<file path="config.mk">
export PLATFORM = sky130hd
export DESIGN_NAME = adc_capture_writer
export DESIGN_NICKNAME = d
export VERILOG_FILES = /design/src/rtl/adc_capture_writer_pkg.sv /design/src/rtl/adc_trigger_detect.sv /design/src/rtl/adc_capture_writer.sv
export SDC_FILE = /design/constraint.sdc
export NUM_CORES = 1
export LEC_CHECK = 0
export CORE_AREA = 5 5 70 72
export CTS_CLUSTER_DIAMETER = 150
export DETAILED_ROUTE_END_ITERATION = 16
export DIE_AREA = 0 0 75 77
export PLACE_DENSITY = 0.77
export SYNTH_ARGS = -nofsm -noshare
export SYNTH_HDL_FRONTEND = slang
export SYNTH_HIERARCHICAL = 1
export SYNTH_SLANG_ARGS = --single-unit
</file>
<file path="constraint.sdc">
create_clock -name CLK104MHZ -period 2.6 [get_ports CLK104MHZ]
set_input_delay 0.39 -clock CLK104MHZ [delete_from_list [all_inputs] [get_ports CLK104MHZ]]
set_output_delay 0.39 -clock CLK104MHZ [all_outputs]
set_load 0.05 [all_outputs]
</file>
<file path="src/rtl/adc_capture_writer_pkg.sv">
// Shared capture/render definitions: FSM encodings, default geometry, sample width.
package adc_capture_writer_pkg;
   localparam int SAMPLE_W   = 12;
   localparam int DEF_DEPTH  = 1280;
   localparam int DEF_ADDR_W = 12;

   localparam logic [1:0] ST_ARM       = 2'd0;
   localparam logic [1:0] ST_WAIT_TRIG = 2'd1;
   localparam logic [1:0] ST_FILL      = 2'd2;
   localparam logic [1:0] ST_FULL      = 2'd3;

   typedef logic signed [SAMPLE_W-1:0] sample_t;
endpackage

</file>
<file path="src/rtl/adc_trigger_detect.sv">
// Signed rising-edge level trigger holding the previous sample.
// AUTO_TRIGGER_EN adds a WAIT_TRIG timeout that forces a trigger on flat input.
module adc_trigger_detect
   import adc_capture_writer_pkg::*;
#(
   parameter sample_t TRIG_LEVEL   = '0,
   parameter int      AUTO_TIMEOUT = 65535
) (
   input  logic    i_clk,
   input  logic    i_rst_n,
   input  sample_t i_sample,
   input  logic    i_valid,
   input  logic    i_arm,
   input  logic    i_wait,
   output logic    o_trig
);
   sample_t r_prev;
   logic    w_edge;

   assign w_edge = (r_prev < TRIG_LEVEL) && (i_sample >= TRIG_LEVEL);

`ifdef AUTO_TRIGGER_EN
   localparam int TO_W = $clog2(AUTO_TIMEOUT + 1);
   logic [TO_W-1:0] r_to_cnt;
   logic            w_timeout;

   // The strobe that would make the count reach AUTO_TIMEOUT is itself the trigger.
   assign w_timeout = (r_to_cnt == TO_W'(AUTO_TIMEOUT - 1));
   assign o_trig    = i_wait && i_valid && (w_edge || w_timeout);

   always_ff @(posedge i_clk or negedge i_rst_n) begin
      if (!i_rst_n)
         r_to_cnt <= '0;
      else if (!i_wait)
         r_to_cnt <= '0;
      else if (i_valid && !o_trig)
         r_to_cnt <= r_to_cnt + 1'b1;
   end
`else
   logic w_unused_timeout;
   assign w_unused_timeout = ^AUTO_TIMEOUT;
   assign o_trig = i_wait && i_valid && w_edge;
`endif

   always_ff @(posedge i_clk or negedge i_rst_n) begin
      if (!i_rst_n)
         r_prev <= '0;
      else if (i_valid && (i_arm || (i_wait && !o_trig)))
         r_prev <= i_sample;
   end
endmodule

</file>
<file path="src/rtl/adc_capture_writer.sv">
// Triggered ADC capture into the idle half of a ping-pong BRAM pair; swaps on frame sync.
// Optional AUTO_TRIGGER_EN macro enables the WAIT_TRIG auto-trigger timeout.
module adc_capture_writer
   import adc_capture_writer_pkg::*;
#(
   parameter int      DEPTH        = DEF_DEPTH,
   parameter int      ADDR_W       = DEF_ADDR_W,
   parameter sample_t TRIG_LEVEL   = 12'sd0,
   parameter int      AUTO_TIMEOUT = 65535
) (
   input  logic                CLK104MHZ,
   input  logic                CPU_RESETN,
   input  logic signed [11:0]  ADC_OUT,
   input  logic                ADC_VALID,
   input  logic                FRAME_SYNC,
   output logic                BRAM0_WE,
   output logic                BRAM1_WE,
   output logic [ADDR_W-1:0]   WR_ADDR,
   output logic [11:0]         WR_DATA,
   output logic                activeBRAMselect,
   output logic [1:0]          CAPTURE_STATE
);
   logic [1:0]        r_state;
   logic [ADDR_W-1:0] r_cnt;
   logic              r_sel;
   logic              r_we0;
   logic              r_we1;
   logic [ADDR_W-1:0] r_addr;
   logic [11:0]       r_data;

   logic              w_trig;
   logic              w_accept;
   logic [ADDR_W-1:0] w_wr_addr;
   logic              w_last;

   adc_trigger_detect #(
      .TRIG_LEVEL   (TRIG_LEVEL),
      .AUTO_TIMEOUT (AUTO_TIMEOUT)
   ) u_trig (
      .i_clk    (CLK104MHZ),
      .i_rst_n  (CPU_RESETN),
      .i_sample (ADC_OUT),
      .i_valid  (ADC_VALID),
      .i_arm    (r_state == ST_ARM),
      .i_wait   (r_state == ST_WAIT_TRIG),
      .o_trig   (w_trig)
   );

   // The trigger sample lands at address 0; FILL samples at the running count.
   assign w_accept  = (r_state == ST_WAIT_TRIG && w_trig) ||
                      (r_state == ST_FILL && ADC_VALID);
   assign w_wr_addr = (r_state == ST_FILL) ? r_cnt : '0;
   assign w_last    = (w_wr_addr == ADDR_W'(DEPTH - 1));

   always_ff @(posedge CLK104MHZ or negedge CPU_RESETN) begin
      if (!CPU_RESETN) begin
         r_state <= ST_ARM;
         r_cnt   <= '0;
         r_sel   <= 1'b0;
         r_we0   <= 1'b0;
         r_we1   <= 1'b0;
         r_addr  <= '0;
         r_data  <= '0;
      end else begin
         r_we0 <= 1'b0;
         r_we1 <= 1'b0;
         if (w_accept) begin
            r_we0  <= r_sel;
            r_we1  <= ~r_sel;
            r_addr <= w_wr_addr;
            r_data <= ADC_OUT;
            if (w_last) begin
               r_state <= ST_FULL;
            end else begin
               r_cnt   <= w_wr_addr + 1'b1;
               r_state <= ST_FILL;
            end
         end else begin
            case (r_state)
               ST_ARM:
                  if (ADC_VALID) r_state <= ST_WAIT_TRIG;
               ST_FULL:
                  if (FRAME_SYNC) begin
                     r_sel   <= ~r_sel;
                     r_cnt   <= '0;
                     r_state <= ST_ARM;
                  end
               default: ;
            endcase
         end
      end
   end

   assign BRAM0_WE         = r_we0;
   assign BRAM1_WE         = r_we1;
   assign WR_ADDR          = r_addr;
   assign WR_DATA          = r_data;
   assign activeBRAMselect = r_sel;
   assign CAPTURE_STATE    = r_state;
endmodule

</file>
# == Word-level counts from Yosys, hierarchy flattened ==
# Cells that the tools add are included.
# totals
reg_bits,53
inputBits,16
out_inout_bits,29
# op_classes
n_addsub,1
n_lt_le_gt_ge,2
eq_ne,7
mux,12
bitwise,2
reduce_logical,17
# ops
op,n
$mux W12,5
$add A12 B1 Y12 const B,1
$eq A12 B11 Y1 const B,1
$ge A12 B1 Y1 const B,1
$lt A12 B1 Y1 const B,1
$reduce_and A3 Y1,3
$logic_and A1 B1 Y1,7
$mux W2,3
$ne A3 B3 Y1 const B,2
$eq A2 B2 Y1 const B,2
$pmux W2 S2,1
$reduce_bool A2 Y1,2
$mux W1,3
$reduce_bool A3 Y1,1
$eq A2 B1 Y1 const B,1
$logic_not A2 Y1,1
$logic_or A1 B1 Y1,2
$ne A2 B2 Y1 const B,1
$not A1 Y1,2
$logic_not A1 Y1,1

# == Longest topological paths before layout ==
# Gate-level depths: netlist (run 1).
# logic_depth
word_depth,7
mapped_depth,10

# == Modules after synthesis ==
# Netlist (run 1), hierarchy kept.
# modules_own_cells
mod,instances,cells_per_inst,area_each_um2
adc_capture_writer,1,202,1960.6
adc_trigger_detect,1,6,55.1

# == Least setup slack after synthesis (run 1) ==
# No wires, ideal clock.
# synth_timing
path_kind,register to register
from,register r_state[0] (netlist: CAPTURE_STATE[0])
to,register r_cnt[9]
setup_time_ns,0.126
arrival_ns,2.608
path_slack_ns,-0.134
stages_incl_launch_ff,10
path_buffers,2
synth_period_minus_slack_ns,2.734
path_cell_list,dfrtp_1 clkbuf_1 nor2_1 and2_1 ha_1 and4b_1 and4_1 buf_2 or2_1 a221o_1
# synth_between
elab_cells_between_ends,17
classes_between,add/sub: 1; eq/ne: 5; mux: 3; reduce/logical: 8
# synth_rtl
element,line_no,rtl
"start, declared",adc_capture_writer.sv:23,logic [1:0] r_state;
"start signal, assigned",adc_capture_writer.sv:57,r_state <= ST_ARM;
"start signal, assigned",adc_capture_writer.sv:73,r_state <= ST_FULL;
"start signal, assigned",adc_capture_writer.sv:76,r_state <= ST_FILL;
$eq A2 B2 Y1 *,adc_capture_writer.sv:52,assign w_wr_addr = (r_state == ST_FILL) ? r_cnt : '0;
$mux W12 *,adc_capture_writer.sv:52,
named net w_wr_addr[0],adc_capture_writer.sv:33,logic [ADDR_W-1:0] w_wr_addr;
$add A12 B1 Y12 or $eq A12 B11 Y1 (tied branches),"adc_capture_writer.sv:75, adc_capture_writer.sv:53",
$mux W12 or $ne A2 B2 Y1 (tied branches),-,
$mux W12 or $reduce_and A3 Y1 (tied branches),-,
"end signal, assigned",adc_capture_writer.sv:75,r_cnt <= w_wr_addr + 1'b1;
"end, declared",adc_capture_writer.sv:24,logic [ADDR_W-1:0] r_cnt;
# The timed path passes the listed nets; every way through them passes the cells marked *. The select of a mux whose other input is x is not followed.
# A chain may end at the register's enable or synchronous reset.

# == Final worst setup path (run 1) ==
# layout_timing
from,register r_state[1] (netlist: CAPTURE_STATE[1])
to,register r_cnt[9]
# Same word-level chain as after synthesis.

==> results of run 1 <==
-- flip-flops by register name, summed over array words and instances, names as in the netlist --
| register | flops |
|---|---|
| BRAM0_WE | 1 |
| BRAM1_WE | 1 |
| CAPTURE_STATE | 2 |
| WR_ADDR | 12 |
| WR_DATA | 12 |
| activeBRAMselect | 1 |
| r_cnt | 12 |
| u_trig/r_prev | 1 |
-- logic make-up (layout without fill, tap and decap cells) --
group	count (synthesis)	in the layout	synth area share, %
AO/OA/AOI/OAI	36	36	13.0
XOR/XNOR	1	1	0.435
adder cells (fa/ha/maj)	1	1	0.621
buffers and inverters	16	61	4.10
flip-flops	42	42	52.1
multiplexers	4	4	2.11
AND/OR/NAND/NOR	108	108	27.6
-- layout by cell type (no fill, tap or decap), types with 3 or more instances in the layout --
master / n
clkbuf_8: 5
nand4_1: 3
buf_4: 5
and2_1: 3
inv_1: 4
a21oi_1: 6
a31oi_1: 5
o21ai_0: 6
dfrtp_1: 40
and3b_1: 3
clkdlybuf4s50_1: 43
nor2_1: 6
nand3_1: 8
nand3b_1: 4
a22o_1: 4
o31ai_1: 4
nand2_1: 60
-- report_power, final --
part / switching (uW) / internal [uW]
Clock: 241 / 190
Sequential: 95.6 / 731
Combinational: 309 / 183
Total: 645 / 1100
-- cell type report --
class,count,share of cell area (%)
timing repair buffer,49,18.4
clock buffer,6,2.82
multi-input combinational,150,34.3
sequential,42,40.9
inverter,4,0.583
clock inverter,2,0.534
tap,52,2.53
-- per-stage QoR --
step	instance area, um^2	total power [uW]	util (%)	setup slack, ps	hold WS (ps)
2_1_floorplan	2020	1140	-	27.3	94.4
3_3_place_gp	2490	1330	58.8	331	394
3_5_place_dp	2490	1320	58.8	295	399
4_1_cts	2570	1750	60.8	288	77.4
5_1_grt	2570	1830	60.8	111	103
6_report	2570	1750	60.8	255	56.5
-- worst max path at each step --
stage	start	endpoint	slack, ps	depth (start not counted)
3_5_place_dp	CAPTURE_STATE[1]	r_cnt[9]	300	8
5_1_grt	CAPTURE_STATE[1]	r_cnt[9]	110	8
6_report	CAPTURE_STATE[1]	r_cnt[9]	260	8
2_1_floorplan	CAPTURE_STATE[0]	r_cnt[9]	30	9
4_1_cts	CAPTURE_STATE[1]	r_cnt[9]	290	8
3_3_place_gp	ADC_VALID	r_cnt[9]	330	6
-- layer usage --
metal	track usage, %	part of all wire (%)	vias up
met2	28.0	47	55
met1	25.7	45	813
met5	0	0	-
met3	4.31	7.0	7
li1	-	-	820
met4	6.94	1.1	0
==> impl_summary.md, run 1 <==
Critical path
The critical path arrival is about 2500 ps. The largest individual stage delay along the critical path comes from the cell dfrtp_2. The worst setup slack for register-to-register paths is 260 ps. The critical path is of the reg2reg type. STA classifies the critical path startpoint as a flip-flop. The signal on the critical path passes through inv_1 > nor2_1 > and2_1 > ha_1 > and4_2 > nand4_1 > and2_2 > a221o_1. The gate family responsible for the most delay along the worst path is simple AND/OR/NAND/NOR gates. In this run the critical register-to-register path is captured at r_cnt[9]. The depth of the worst register-to-register path is 8.

The endpoint required time on the critical path is ~2800 ps. The worst setup path is captured at a flip-flop. The worst register-to-register path begins at CAPTURE_STATE[1]. Counting both buffers and inverters, the worst setup path holds a total of 1. The critical-path maximum fanout is 17. The longest individual stage delay on the worst path is 520 ps.

Clock tree
The cell sitting at the root of the clock tree is a clkbuf_8. The number of buffers added to fix hold violations after cts is 0. The total number of clock tree sinks is 42. The insertion delay to the later sink of the worst-skew pair is 300 ps. The H-tree generated during clock tree synthesis spans 2 levels.

The clock-pin slew on the worst setup and hold paths is around 80 ps. The number of CTS-inserted buffers is 5. In this run, post-CTS repair resized a total of 0 instances. The number of setup buffers added after CTS is 0. TritonCTS built the clock tree. The maximum count of clock buffers along a single path is 2.

Logic synthesis
The unique cell type count in the Yosys netlist is 50. The total of flip-flops plus latches after synthesis is 42. The commonest cells after synthesis are nand2_1 (60), dfrtp_1 (42), nand3_1 (8).

Of the post-synthesis cell area, the dominant cell type holds 52.1%. The number of nets handed over by synthesis was 225. The synthesized design contains 0 enable-type register cells. The total standard cell area after synthesis is between 0.002 and 0.0025 mm^2.

Sorting the synthesized cells by area gives the leading types as dfrtp_1 (52%), nand2_1 (11%), nand3_1 (2.0%). By instance count, the leading cell after synthesis is nand2_1. Counting every instance in the synthesized netlist gives 208. During synthesis, Yosys emitted a total of 6 warnings.

The post-synthesis cell type with the largest combined area is dfrtp_1. A synthesized cell averages slightly below 10 um^2. The top flip-flop cell by instance count after synthesis is dfrtp_1.

The portion of the post-synthesis area used by sequential elements is 52.1%. The fraction of registers with async set or reset after synthesis is between 90% and 100%.

STA
The worst-case headroom to the max-slew limit is 64.5%. The setup TNS after final layout is 0 ps. The final period utilization is 90.2%. Setup violations remaining at the end of the flow were counted as 0. The shortest period the worst path allows is roughly 2300 ps. At the pin with the least slew margin, the transition time is 532 ps.

Setup repair after global routing left no endpoint under its margin. The final-report hold violation count is 0. The number of max-slew violations in the final report was 0. The highest attainable clock frequency is 0.426 GHz. Clock skew on the completed layout was measured at 2.45 ps.

GRT
The number of antenna violations at the first check in global routing is 0. The largest net degree at the start of global routing is 24. The global-route usage over all layers is 18.6%. After global routing the overflow that remains totals 0. The first global-routing pass estimated 8.40 mm of wire. The number of global-route vias before repair is 1672.

Die
The number of I/O pins is between 40 and 50. Row generation in the floorplan step produced 24 rows. The area of the placeable core is 0.00423 mm^2.

The die covers 0.00578 mm^2. The initial utilization of the core area, before any placement, comes to a little under half. The die is 77 um tall. Measured along the x axis, the die boundary spans 75 um.

Routing
The detailed-routing iteration count for the pre-antenna-repair pass is 4. For this block, the routed nets add up to 4.97 mm of wire. The final route contains about 1700 vias. Dividing the detail-routed wire length by the instance count gives 16.3 um. Dividing the detail-routed via count by the number of cells gives 5.56. The residual DRC count is 0. The detail route stage leaves a number of antenna-violating nets equal to 0.

The first-iteration detailed-routing DRC count is 144.

Finish
The footprint of the flip-flops and latches is 0.00105 mm^2. The final-stage net count is between 200 and 300. The number of antenna diodes is 0. The number of fill cells is 356. Compared with the post-synthesis result, the final layout area differs by 27.7%.

The fraction of layout instances using a drive strength above 1 is 11.5%. The total area of multi-input combinational cells is 882 um^2. Excluding fillers, the count of instances in the completed layout stands at 305.

Placed design
The routability-driven placement congestion ratio is between 0.9 and 1. The count of port buffers added during placement is 44. Detailed placement ended at an HPWL of 3.52 mm. The cell count after placement is 297.

Power and ir drop
For this design the ratio of total power to cell area is 679 mW/mm^2. The analysis attributes to cell leakage a power of 0.00120 uW. The maximum ir drop on the vdd rail is around 480 uV.

Status
The flow ran to the end, and the final reports show no timing, DRC or antenna violations.

Flow run
The number of max-capacitance violations reported is 0.

Worst hold path
The class of the tightest hold or removal check is in2async.
No activity file was read; power rests on OpenSTA's default activity.
==> inputs of run 2 (changes only) <==
--- a/config.mk
+++ b/config.mk
@@ -5,11 +5,10 @@
 export SDC_FILE = /design/constraint.sdc
 export NUM_CORES = 1
 export LEC_CHECK = 0
-export CORE_AREA = 5 5 70 72
+export CORE_AREA = 5 5 82 84
 export CTS_CLUSTER_DIAMETER = 150
 export DETAILED_ROUTE_END_ITERATION = 16
-export DIE_AREA = 0 0 75 77
-export PLACE_DENSITY = 0.77
+export DIE_AREA = 0 0 87 89
 export SYNTH_ARGS = -nofsm -noshare
 export SYNTH_HDL_FRONTEND = slang
 export SYNTH_HIERARCHICAL = 1
==> run 2 against run 1 <==
Worst setup slack lost 59 ps. Highest routed layer unchanged. Sequential power shrank 0.6%. Hold slack improved by 50 ps. Via count grew 2.3%. Non-clock buffer count is 2 higher. Count of clock-buffer cells in the layout stayed put. Sequential share of layout area shrank 0.68 points.
==> impl_summary.md, run 2 (same netlist as run 1, synthesis figures left out) <==
Clock tree
The maximum count of clock buffers along a single path is 2 (unchanged). The total number of clock tree sinks is 42 (unchanged). The number of CTS-inserted buffers is 5 (unchanged). The CTS H-tree depth came to 2 (unchanged). The root buffer cell is clkbuf_8. The number of gates resized after CTS came to 0 (unchanged).

The TritonCTS clock tree is yes. The insertion delay to the later sink of the worst-skew pair is 300 ps (about the same). The post-CTS setup buffer count is 0 (unchanged). The number of buffers added to fix hold violations after cts is 0 (unchanged). The clock-pin slew on the worst setup and hold paths came to 80 ps (about the same).

Die
The area of the placeable core is 0.00585 mm^2 (+38%). The number of I/O pins is 45 (unchanged). The die span in x is 87 um (+16%).

The area enclosed by the die boundary came to 0.00774 mm^2 (+34%). The initial core utilization is 34.5% (-13 points). The cell row count came to 28 (+17%). The die height is 89 um (+16%).

Critical path
The critical path arrival is 2590 ps (+60 ps). The endpoint required time on the critical path was 2780 ps (about the same). The cell at the slowest stage of the critical path is dfrtp_2. STA classifies the critical path startpoint as a flip-flop.

STA classifies the critical path endpoint as a flip-flop. The critical path goes through inv_1 > nor2_1 > and2_1 > ha_1 > and4_2 > nand4_1 > and2_2 > a221o_1. In this run the critical register-to-register path is launched from CAPTURE_STATE[1].

The depth of the worst register-to-register path is 8 (unchanged). The endpoint of the worst register-to-register path is r_cnt[9]. The category of the critical setup timing path is reg2reg. The longest individual stage delay on the worst path is 530 ps (about the same).

The worst setup slack for register-to-register paths is 200 ps (-60 ps). The critical path starts at CAPTURE_STATE[1]. The critical-path maximum fanout is 17 (unchanged).

Routing
The wire length per cell is 15.4 um (-5.3%). The post-detailed-routing wire length was 5.09 mm (+2.4%). The first-iteration detailed-routing DRC count is 120 (-17%).

The detailed-routing iteration count for the pre-antenna-repair pass was 4 (unchanged). The residual DRC count came to 0 (unchanged). The antenna violation net count after detailed routing is 0 (unchanged). The via total after detailed routing is 1734 (+2.3%). The routed via count divided by cell count is 5.25 (-5.4%).

Placed design
The post-placement setup slack is 286 ps (-9.23 ps). The count of port buffers added during placement is 44 (unchanged). The post-placement cell area was 0.00253 mm^2 (+1.8%). The routability-driven placement congestion ratio is 0.933 (-2.1%). The HPWL after detailed placement is 3.71 mm (+5.3%).

Finish
Relative to the synthesized area, the layout overhead comes to 29.9%. The end-of-flow core utilization is 44.8% (-16 points). Leaving out fill and tap cells, the most frequent cell in the layout is nand2_1. The number of antenna diodes is 0 (unchanged). The finished layout cell area is 0.00262 mm^2 (+1.7%). The final-stage net count is 271 (+0.74%). The number of fill cells is 578 (+62%).

The fraction of layout instances using a drive strength above 1 is 12.2% (+0.69 points). In the layout the commonest cells are nand2_1 (60), clkdlybuf4s50_1 (43), dfrtp_1 (40).

STA
The highest attainable clock frequency is 0.416 GHz (-2.5%). Setup repair after global routing left no endpoint under its margin. The clock skew is 5.03 ps (+2.58 ps). The worst-case headroom to the max-slew limit is 58.2% (-6.3 points). The setup TNS after final layout was 0 ps (unchanged). The number of max-slew violations in the final report is 0 (unchanged). The setup slack of the critical path after layout is 196 ps (-59.3 ps). The shortest period the worst path allows is 2400 ps (+59.3 ps). The final period utilization is 92.5% (+2.3 points). The final-report hold violation count is 0 (unchanged). The transition time at the pin with the least slew margin is 627 ps (+94.3 ps).

The total setup violations reported at the end of the flow is 0 (unchanged).

Worst hold path
In this run the worst hold path is classified as in2async.

Power and ir drop
The power density of the placed cells is 663 mW/mm^2 (-2.4%). The overall power is 1740 uW (-0.76%). The leakage power total was 0.00121 uW (+0.80%). The maximum ir drop on the vdd rail is 293 uV (-39%).

GRT
The global-route wire length before repair is 8.46 mm (+0.74%). The overall overflow remaining after global route is 0 (unchanged). The number of antenna violations at the first check in global routing came to 0 (unchanged). The largest net degree at the start of global routing is 29 (+21%).

The number of global-route vias before repair is 1728 (+3.3%). The global-route usage over all layers was 14.2% (-4.4 points).

Status
The run finished with clean final reports.

Flow run
The number of max-capacitance violations reported is 0 (unchanged).
run 2: cell types whose count changed in the layout (fill, tap and decap cells not counted):
| cell | delta |
|---|---|
| buf_4 | +2 |
run 2: where the power goes:
group | total, uW | internal [uW] | leakage (uW) | switching, uW
Combinational | 496 | 185 | 0.000629 | 311
Clock | 418 | 190 | 0.0000452 | 228
Sequential | 822 | 731 | 0.000531 | 90.7
run 2: routing by layer:
layer	share of wire (%)	global-route usage, %
met5	0	0
met4	2.3	6.66
met3	8.2	4.70
met2	44	22.0
met1	45	17.9
run 2: final cells by class:
cell class	instances	area, um^2	share of cell area, %
Sequential cell	42	1050	40.2
Tap cell	75	93.8	3.58
Timing Repair Buffer	51	488	18.6
Inverter	4	15.0	0.573
Clock inverter	2	13.8	0.526
Clock buffer	6	72.6	2.77
Multi-Input combinational cell	150	882	33.7
run 2: worst max path at each step:
stage / slack, ps / cells after the start / end
global route: 110 / 8 / r_cnt[9]
CTS: 260 / 8 / r_cnt[9]
finish: 200 / 8 / r_cnt[9]
global placement: 330 / 6 / r_cnt[9]
floorplan: 30 / 9 / r_cnt[9]
detailed placement: 290 / 8 / r_cnt[9]
run 2: per-stage QoR:
stage          std cells  hold slack, ps
2_1_floorplan        208            94.4
3_3_place_gp         322             450
3_5_place_dp         322             454
4_1_cts              330             138
5_1_grt              330             164
6_report             330             106
run 2: critical path: cells and delay by family (launching register included):
family / cells / cell delay [ps]
flip-flops: 1 / 530
buffers and inverters: 1 / 120
AO/OA/AOI/OAI: 1 / 290
AND/OR/NAND/NOR: 5 / 1080
adder cells (fa/ha/maj): 1 / 290
